## src/rtl/fpusqr_sched_if.sv

```systemverilog
// Issue-port / unit-side bundle for the sqrt/div issue scheduler.
// master = FP issue stage side, slave = scheduler side.
interface fpusqr_sched_if #(
  parameter int DEPTH = 4
);
  logic [3:0]  req0_en;
  logic [12:0] req0_op;
  logic [8:0]  req0_regNo;
  logic [9:0]  req0_II;
  logic [3:0]  req1_en;
  logic [12:0] req1_op;
  logic [8:0]  req1_regNo;
  logic [9:0]  req1_II;
  logic [1:0]  req_rdy;
  logic [3:0]  iss_en;
  logic [12:0] iss_op;
  logic [8:0]  iss_regNo;
  logic [9:0]  iss_II;
  logic        busy;
  logic        done;
  logic [9:0]  done_II;
  logic        wb_resv;
  logic [$clog2(DEPTH):0] occ;

  modport master (
    output req0_en, req0_op, req0_regNo, req0_II,
    output req1_en, req1_op, req1_regNo, req1_II,
    input  req_rdy, iss_en, iss_op, iss_regNo, iss_II,
    input  busy, done, done_II, wb_resv, occ
  );

  modport slave (
    input  req0_en, req0_op, req0_regNo, req0_II,
    input  req1_en, req1_op, req1_regNo, req1_II,
    output req_rdy, iss_en, iss_op, iss_regNo, iss_II,
    output busy, done, done_II, wb_resv, occ
  );
endinterface

```

## src/rtl/fpusqr_sched.sv

```systemverilog
// In-order issue scheduler for the iterative FP sqrt/div unit.
// FPUSQR_SCHED_BYPASS_EN: port 0 skips the empty queue when idle.
module fpusqr_sched #(
  parameter int DEPTH = 4,
  parameter int LAT_S = 12,
  parameter int LAT_D = 20,
  parameter int LAT_E = 33,
  parameter int PRE   = 2
) (
  input logic clk,
  input logic rst,
  input logic except,
  fpusqr_sched_if.slave bus
);
  localparam int AW = $clog2(DEPTH);
  localparam int PW = AW + 1;
  localparam int CW = 8;
  localparam logic [PW-1:0] LIM1 = PW'(DEPTH - 1);
  localparam logic [PW-1:0] LIM2 = PW'(DEPTH - 2);

  typedef struct packed {
    logic [3:0]  en;
    logic [12:0] op;
    logic [8:0]  rn;
    logic [9:0]  ii;
  } ent_t;

  typedef enum logic [1:0] {IDLE, ISSUE, RUN} state_t;

  ent_t          mem [DEPTH];
  logic [PW-1:0] wptr, rptr, occ_q, w1;
  state_t        state;
  logic [CW-1:0] cnt, lat;
  logic [3:0]    iss_en;
  logic [12:0]   iss_op;
  logic [8:0]    iss_rn;
  logic [9:0]    iss_ii, done_ii;

  ent_t ent0, ent1, head, nxt;
  logic [1:0] rdy;
  logic occ_ne, acc0, acc1, byp, pop, launch;

  assign ent0 = {bus.req0_en, bus.req0_op, bus.req0_regNo, bus.req0_II};
  assign ent1 = {bus.req1_en, bus.req1_op, bus.req1_regNo, bus.req1_II};
  assign head = mem[rptr[AW-1:0]];

  assign rdy    = {occ_q <= LIM2, occ_q <= LIM1};
  assign occ_ne = occ_q != '0;

  assign pop = !except && occ_ne &&
    (state == IDLE || (state == RUN && cnt == CW'(1)));

`ifdef FPUSQR_SCHED_BYPASS_EN
  assign byp = !except && !occ_ne && state == IDLE &&
    (bus.req0_en != '0);
`else
  assign byp = 1'b0;
`endif

  assign acc0 = !except && bus.req0_en != '0 && rdy[0] && !byp;
  assign acc1 = !except && bus.req1_en != '0 && rdy[1];
  assign w1   = wptr + PW'(acc0);

  assign launch = byp || pop;
  assign nxt    = byp ? ent0 : head;

  always_comb begin
    lat = CW'(LAT_E);
    unique case (1'b1)
      iss_op[1:0] == 2'd0: lat = CW'(LAT_S);
      iss_op[1:0] == 2'd1: lat = CW'(LAT_D);
      default: ;
    endcase
  end

  always_ff @(posedge clk) begin
    if (rst) begin
      wptr  <= '0;
      rptr  <= '0;
      occ_q <= '0;
    end else if (except) begin
      rptr  <= wptr;
      occ_q <= '0;
    end else begin
      wptr  <= wptr + PW'(acc0) + PW'(acc1);
      rptr  <= rptr + PW'(pop);
      occ_q <= occ_q + PW'(acc0) + PW'(acc1) - PW'(pop);
    end
  end

  always_ff @(posedge clk) begin
    if (acc0 && !rst) mem[wptr[AW-1:0]] <= ent0;
    if (acc1 && !rst) mem[w1[AW-1:0]] <= ent1;
  end

  // iss_en is a one-cycle strobe; the other iss_* hold their last value.
  always_ff @(posedge clk) begin
    if (rst) begin
      state   <= IDLE;
      cnt     <= '0;
      iss_en  <= '0;
      iss_op  <= '0;
      iss_rn  <= '0;
      iss_ii  <= '0;
      done_ii <= '0;
    end else if (except) begin
      state  <= IDLE;
      cnt    <= '0;
      iss_en <= '0;
    end else begin
      iss_en <= '0;
      unique case (state)
        IDLE: begin
          if (launch) begin
            iss_en <= nxt.en;
            iss_op <= nxt.op;
            iss_rn <= nxt.rn;
            iss_ii <= nxt.ii;
            state  <= ISSUE;
          end
        end
        ISSUE: begin
          cnt     <= lat;
          done_ii <= iss_ii;
          state   <= RUN;
        end
        RUN: begin
          if (cnt == CW'(1)) begin
            cnt <= '0;
            if (launch) begin
              iss_en <= nxt.en;
              iss_op <= nxt.op;
              iss_rn <= nxt.rn;
              iss_ii <= nxt.ii;
              state  <= ISSUE;
            end else begin
              state <= IDLE;
            end
          end else begin
            cnt <= cnt - CW'(1);
          end
        end
        default: state <= IDLE;
      endcase
    end
  end

  assign bus.req_rdy   = rdy;
  assign bus.iss_en    = iss_en;
  assign bus.iss_op    = iss_op;
  assign bus.iss_regNo = iss_rn;
  assign bus.iss_II    = iss_ii;
  assign bus.busy      = state != IDLE;
  assign bus.done      = state == RUN && cnt == CW'(1);
  assign bus.done_II   = done_ii;
  assign bus.wb_resv   = state == RUN && cnt != '0 &&
                         cnt <= CW'(PRE);
  assign bus.occ       = occ_q;
endmodule

```

## src/flat_wrapper.sv

```systemverilog
// flat-port wrapper written by rule: the top's interface ports become plain ports
module fpusqr_sched_flat 
#(
  parameter int DEPTH = 4,
  parameter int LAT_S = 12,
  parameter int LAT_D = 20,
  parameter int LAT_E = 33,
  parameter int PRE   = 2
)
  (clk, rst, except, bus_req0_en, bus_req0_op, bus_req0_regNo, bus_req0_II, bus_req1_en, bus_req1_op, bus_req1_regNo, bus_req1_II, bus_req_rdy, bus_iss_en, bus_iss_op, bus_iss_regNo, bus_iss_II, bus_busy, bus_done, bus_done_II, bus_wb_resv, bus_occ);
  fpusqr_sched_if #(.DEPTH(DEPTH)) bus_i ();
  input logic clk;
  input logic rst;
  input logic except;
  input wire logic [$bits(bus_i.req0_en)-1:0] bus_req0_en;
  input wire logic [$bits(bus_i.req0_op)-1:0] bus_req0_op;
  input wire logic [$bits(bus_i.req0_regNo)-1:0] bus_req0_regNo;
  input wire logic [$bits(bus_i.req0_II)-1:0] bus_req0_II;
  input wire logic [$bits(bus_i.req1_en)-1:0] bus_req1_en;
  input wire logic [$bits(bus_i.req1_op)-1:0] bus_req1_op;
  input wire logic [$bits(bus_i.req1_regNo)-1:0] bus_req1_regNo;
  input wire logic [$bits(bus_i.req1_II)-1:0] bus_req1_II;
  output wire logic [$bits(bus_i.req_rdy)-1:0] bus_req_rdy;
  output wire logic [$bits(bus_i.iss_en)-1:0] bus_iss_en;
  output wire logic [$bits(bus_i.iss_op)-1:0] bus_iss_op;
  output wire logic [$bits(bus_i.iss_regNo)-1:0] bus_iss_regNo;
  output wire logic [$bits(bus_i.iss_II)-1:0] bus_iss_II;
  output wire logic [$bits(bus_i.busy)-1:0] bus_busy;
  output wire logic [$bits(bus_i.done)-1:0] bus_done;
  output wire logic [$bits(bus_i.done_II)-1:0] bus_done_II;
  output wire logic [$bits(bus_i.wb_resv)-1:0] bus_wb_resv;
  output wire logic [$bits(bus_i.occ)-1:0] bus_occ;
  assign bus_i.req0_en = bus_req0_en;
  assign bus_i.req0_op = bus_req0_op;
  assign bus_i.req0_regNo = bus_req0_regNo;
  assign bus_i.req0_II = bus_req0_II;
  assign bus_i.req1_en = bus_req1_en;
  assign bus_i.req1_op = bus_req1_op;
  assign bus_i.req1_regNo = bus_req1_regNo;
  assign bus_i.req1_II = bus_req1_II;
  assign bus_req_rdy = bus_i.req_rdy;
  assign bus_iss_en = bus_i.iss_en;
  assign bus_iss_op = bus_i.iss_op;
  assign bus_iss_regNo = bus_i.iss_regNo;
  assign bus_iss_II = bus_i.iss_II;
  assign bus_busy = bus_i.busy;
  assign bus_done = bus_i.done;
  assign bus_done_II = bus_i.done_II;
  assign bus_wb_resv = bus_i.wb_resv;
  assign bus_occ = bus_i.occ;
  fpusqr_sched #(.DEPTH(DEPTH), .LAT_S(LAT_S), .LAT_D(LAT_D), .LAT_E(LAT_E), .PRE(PRE)) u_core (.clk(clk), .rst(rst), .except(except), .bus(bus_i));
endmodule
```

## config.mk

```make
export PLATFORM = sky130hd
export DESIGN_NAME = fpusqr_sched_flat
export DESIGN_NICKNAME = d
export VERILOG_FILES = /design/src/rtl/fpusqr_sched_if.sv /design/src/rtl/fpusqr_sched.sv /design/src/flat_wrapper.sv
export SDC_FILE = /design/constraint.sdc
export NUM_CORES = 1
export LEC_CHECK = 0
export ABC_CLOCK_PERIOD_IN_PS = 15050
export CORE_MARGIN = 5
export CORE_UTILIZATION = 55
export CTS_CLUSTER_SIZE = 25
export DETAILED_ROUTE_END_ITERATION = 8
export MAX_ROUTING_LAYER = met4
export PLACE_DENSITY = 0.9
export SYNTH_ARGS = -nofsm -noshare
export SYNTH_HDL_FRONTEND = slang
export SYNTH_SLANG_ARGS = --single-unit
export TNS_END_PERCENT = 5
```

## constraint.sdc

```tcl
create_clock -name clk -period 15.05 [get_ports clk]
set_input_delay 3.01 -clock clk [delete_from_list [all_inputs] [get_ports clk]]
set_output_delay 3.01 -clock clk [all_outputs]
set_load 0.02 [all_outputs]
```

==> impl_results.md <==
- IO Count: roughly 130
- Die Ht: between 100 and 150 um
- H-tree levels: 1
- Worst EP required: 15.16 ns
- Initial antenna violation count: 0
- PD cells: between 100 and 150 nW/um2
- Hold WC Path Type: flip-flop to flip-flop
- Layout net count: 906
- HPWL after DPL: 14.6 mm
- Total negative slack: 0 ns
- Fmax: roughly 150 MHz
- Initial Util: 55.7%
- Peak VDD IR: between 80 and 90 uV
- Routability congestion estimate: between 0.8 and 0.9
- Crit-path max cell delay: roughly 0.96 ns
- Synthesized instance count: 702
- Area leader, netlist: edfxtp_1
- Clock transition at the registers of the reported paths: 0.06 ns
- FF-to-FF path depth: 9
- DR WL met2: between 10 and 15 mm
- Main synth FF type: edfxtp_1
- Total GRT Usage: between 20% and 30%
- Slew @ Worst Pin: roughly 1.1 ns
- Worst Hold End: u_core.bus.done_II[0]
- Die Width: around 140 um
- CP Data Arrival Time: about 6.9 ns
- Synth Area in Simple Gates: a little over 6%
- DIE AREA: 20800 um2
- Count leader, synth: edfxtp_1
- Worst reg2reg setup slack: between 10 and 15 ns
- Startpoint Class: input pin
- Net switching power: about 0.47 mW
- TritonCTS buffer count: 22
- Routed WL: 23.5 mm
- Core area: 17800 um2
- Sw frac: between 20% and 30%
- Share of the synthesized area in the top cell type: between 40% and 50%
- Resized Gates After CTS: 0
- Hold path cells: 2
- Clk pwr share: about a third
- Clock Sinks: approximately 210
- Adder-cell share of the synthesized area: approximately 2.3%
- # diodes: 0
- Sequential group share of total power: a little over two fifths
- Mean number of vias per cell: ~6.1
- Setup bufs post-CTS: 0
- Post-synthesis xor/xnor area fraction: less than 1%
- CP Buf/Inv Count: 2
- Period minus WS final: 6.76 ns
- Rows: 49
- Power Internal: about 1.2 mW
- Yosys Warn Count: 0
- P_leak: 4.07 nW
- Synth Area in Compound Gates: 6.35%
- Layout cell share with drive strength beyond 1: 13.3%
- Combinational share of power: around a quarter
- Top cells by area, synth: edfxtp_1 (44%), mux2_1 (15%), dfxtp_1 (13%)
- Worst path top cell family by delay: simple AND/OR/NAND/NOR gates
- Remaining DRCs: 0
- Port buffer count: around 130
- Fin crit share: between 40% and 50%
- CTS tree: built
- Syn nets: about 790
- RSZ-0062 raised after global routing: no
- Worst hold start: u_core.bus.done_II[0]
- Top cells by count, synth: edfxtp_1 (144), mux2_1 (128), dfxtp_1 (63)
- WL met3: ~1.6 mm
- Synthesis-stage register bit count: between 200 and 250
- Tot Pwr: roughly 1.7 mW
- Drt pass-1 iters: 5
- Vias: about 6500
- Worst slew margin: 26.5%
- EDFF count, synth: about 140
- Layout area overhead: 21.6%
- Worst path cell trace: clkdlybuf4s50_1 -> or4_1 -> inv_1 -> ha_1 -> xnor2_1 -> and3_2 -> a31o_2
- Async SR Flop Fraction: 0%
- Crit end category: flip-flop
- Multiplexer share of the synthesized area: 25.1%
- Root buf cell: clkbuf_16
- Final worst slack: slightly above 8 ns
- Sequential share of the synthesized area: roughly 56%
- DRT iter0 DRCs: 619
- Final Setup Violations: 0
- Max-cap violations: 0
- First-pass GRT wire length: 36.7 mm
- Netlist cell types: 51
- Worst R2R End: u_core.mem[1][5]
- Largest net degree at the start of global routing: 53
- Crit Path Class: input pin to flip-flop
- Largest family of logic cells by synthesized area: multiplexers
- Reg2reg start: u_core.bus.occ[2]
- Highest routed layer: met4
- Clock skew: around 0.014 ns
- Worst-case clock buffer depth: 3
- Final hold vios: 0
- Cell Area, Synth: around 9900 um2
- Status: complete, no violations
- Pins Over Slew Limit: 0
- FILL cells: 1201
- CTS hold repair buffers: 0
- Remaining Overflow, GRT: 0
- Post-route ant nets: 0
- Post-Place Worst Slack: around 7.8 ns
- Vias in the first global route: 6666
- Avg Inst Size Synth: ~14 um2
- Worst Path Max Fanout: 37
- M1 wire length: between 9 and 10 mm
- Crit-path slowest cell: a31o_2
- Wire per inst: 22.2 um
- Worst skew pair latency: ~0.50 ns
-- cell families after synthesis --
logic type,count (synthesis)
muxes,180
xor gates and xnor gates,6
adders and majority gates,17
DFF,207
AOI/OAI and AO/OA,110
and+or+nand+nor,115
buffers and inverters,67
-- cell usage in the layout (no fill, tap or decap), types with 8 or more instances in the layout --
cell             Yosys  layout
clkbuf_16            0      23
mux2_1             128     128
nand3_1             37      37
nor2_1              12      11
mux4_2              36      36
mux2_4              16      16
buf_4                3       8
o21ai_0             37      37
a21oi_1             54      54
edfxtp_1           144     144
nand2_1             26      26
inv_1               19      19
ha_1                15      15
clkdlybuf4s50_1      0     127
dfxtp_1             63      61
-- final cells by class --
class / count / area (um2) / share of cell area, %
Clock buffer: 31 / 636 / 5.26
Clock inverter: 9 / 119 / 0.984
Inverter: 19 / 71.3 / 0.591
Multi-Input combinational cell: 428 / 4040 / 33.5
Sequential cell: 207 / 5590 / 46.3
Tap cell: 229 / 287 / 2.37
Timing Repair Buffer: 136 / 1340 / 11.1
-- worst register-to-register path, stage by stage, from the launching register on --
cell	delay, ns
dfxtp_1	0.42
inv_1	0.09
ha_1	0.17
and3b_1	0.18
or4_1	0.61
inv_1	0.11
ha_1	0.20
xnor2_1	0.19
and3_2	0.91
a31o_2	0.96
-- routing by layer --
layer  GRT usage, %  vias to the layer above
met5              -                        -
met4           6.77                        0
met3           2.98                       43
met2           38.3                      298
met1           30.7                     3198
li1               -                     2917
-- metrics by stage --
step / std cells / util (%) / instance area [um2] / hold WS [ns]
2_1_floorplan: 702 / - / 9930 / 0.466
4_1_cts: 1059 / 67.7 / 12100 / 0.455
6_report: 1059 / 67.7 / 12100 / 0.451
3_5_place_dp: 1019 / 63.5 / 11300 / 0.447
5_1_grt: 1059 / 67.7 / 12100 / 0.479
3_3_place_gp: 1019 / 63.5 / 11300 / 0.441
-- power by group through the flow --
stage          Sequential [mW]  Clock, mW  Combinational (mW)
5_1_grt                  0.738      0.591               0.423
4_1_cts                  0.732      0.568               0.393
6_report                 0.732      0.561               0.392
3_3_place_gp             0.740          0               0.376
2_1_floorplan            0.755          0               0.234
3_5_place_dp             0.743          0               0.389
-- how the worst max path moves through the flow --
| stage | start | to | slack [ns] | cells past startpoint |
|---|---|---|---|---|
| after floorplan | except | u_core.mem[0][0] | 7.14 | 3 |
| after global placement | except | u_core.mem[1][11] | 7.92 | 7 |
| after detailed placement | except | u_core.mem[1][14] | 7.81 | 7 |
| after CTS | except | u_core.mem[1][5] | 8.32 | 7 |
| after global routing | except | u_core.mem[1][5] | 8.08 | 7 |
| final | except | u_core.mem[1][5] | 8.29 | 7 |
-- flip-flops by register name (all words and copies together) (netlist names) --
signal	flops
u_core.bus.done_II	10
u_core.bus.iss_II	10
u_core.bus.iss_en	4
u_core.bus.iss_op	13
u_core.bus.iss_regNo	9
u_core.bus.occ	3
u_core.cnt	8
u_core.mem	144
u_core.rptr	2
u_core.state	2
u_core.wptr	2
Note: power is estimated with default switching activity, not from simulation.
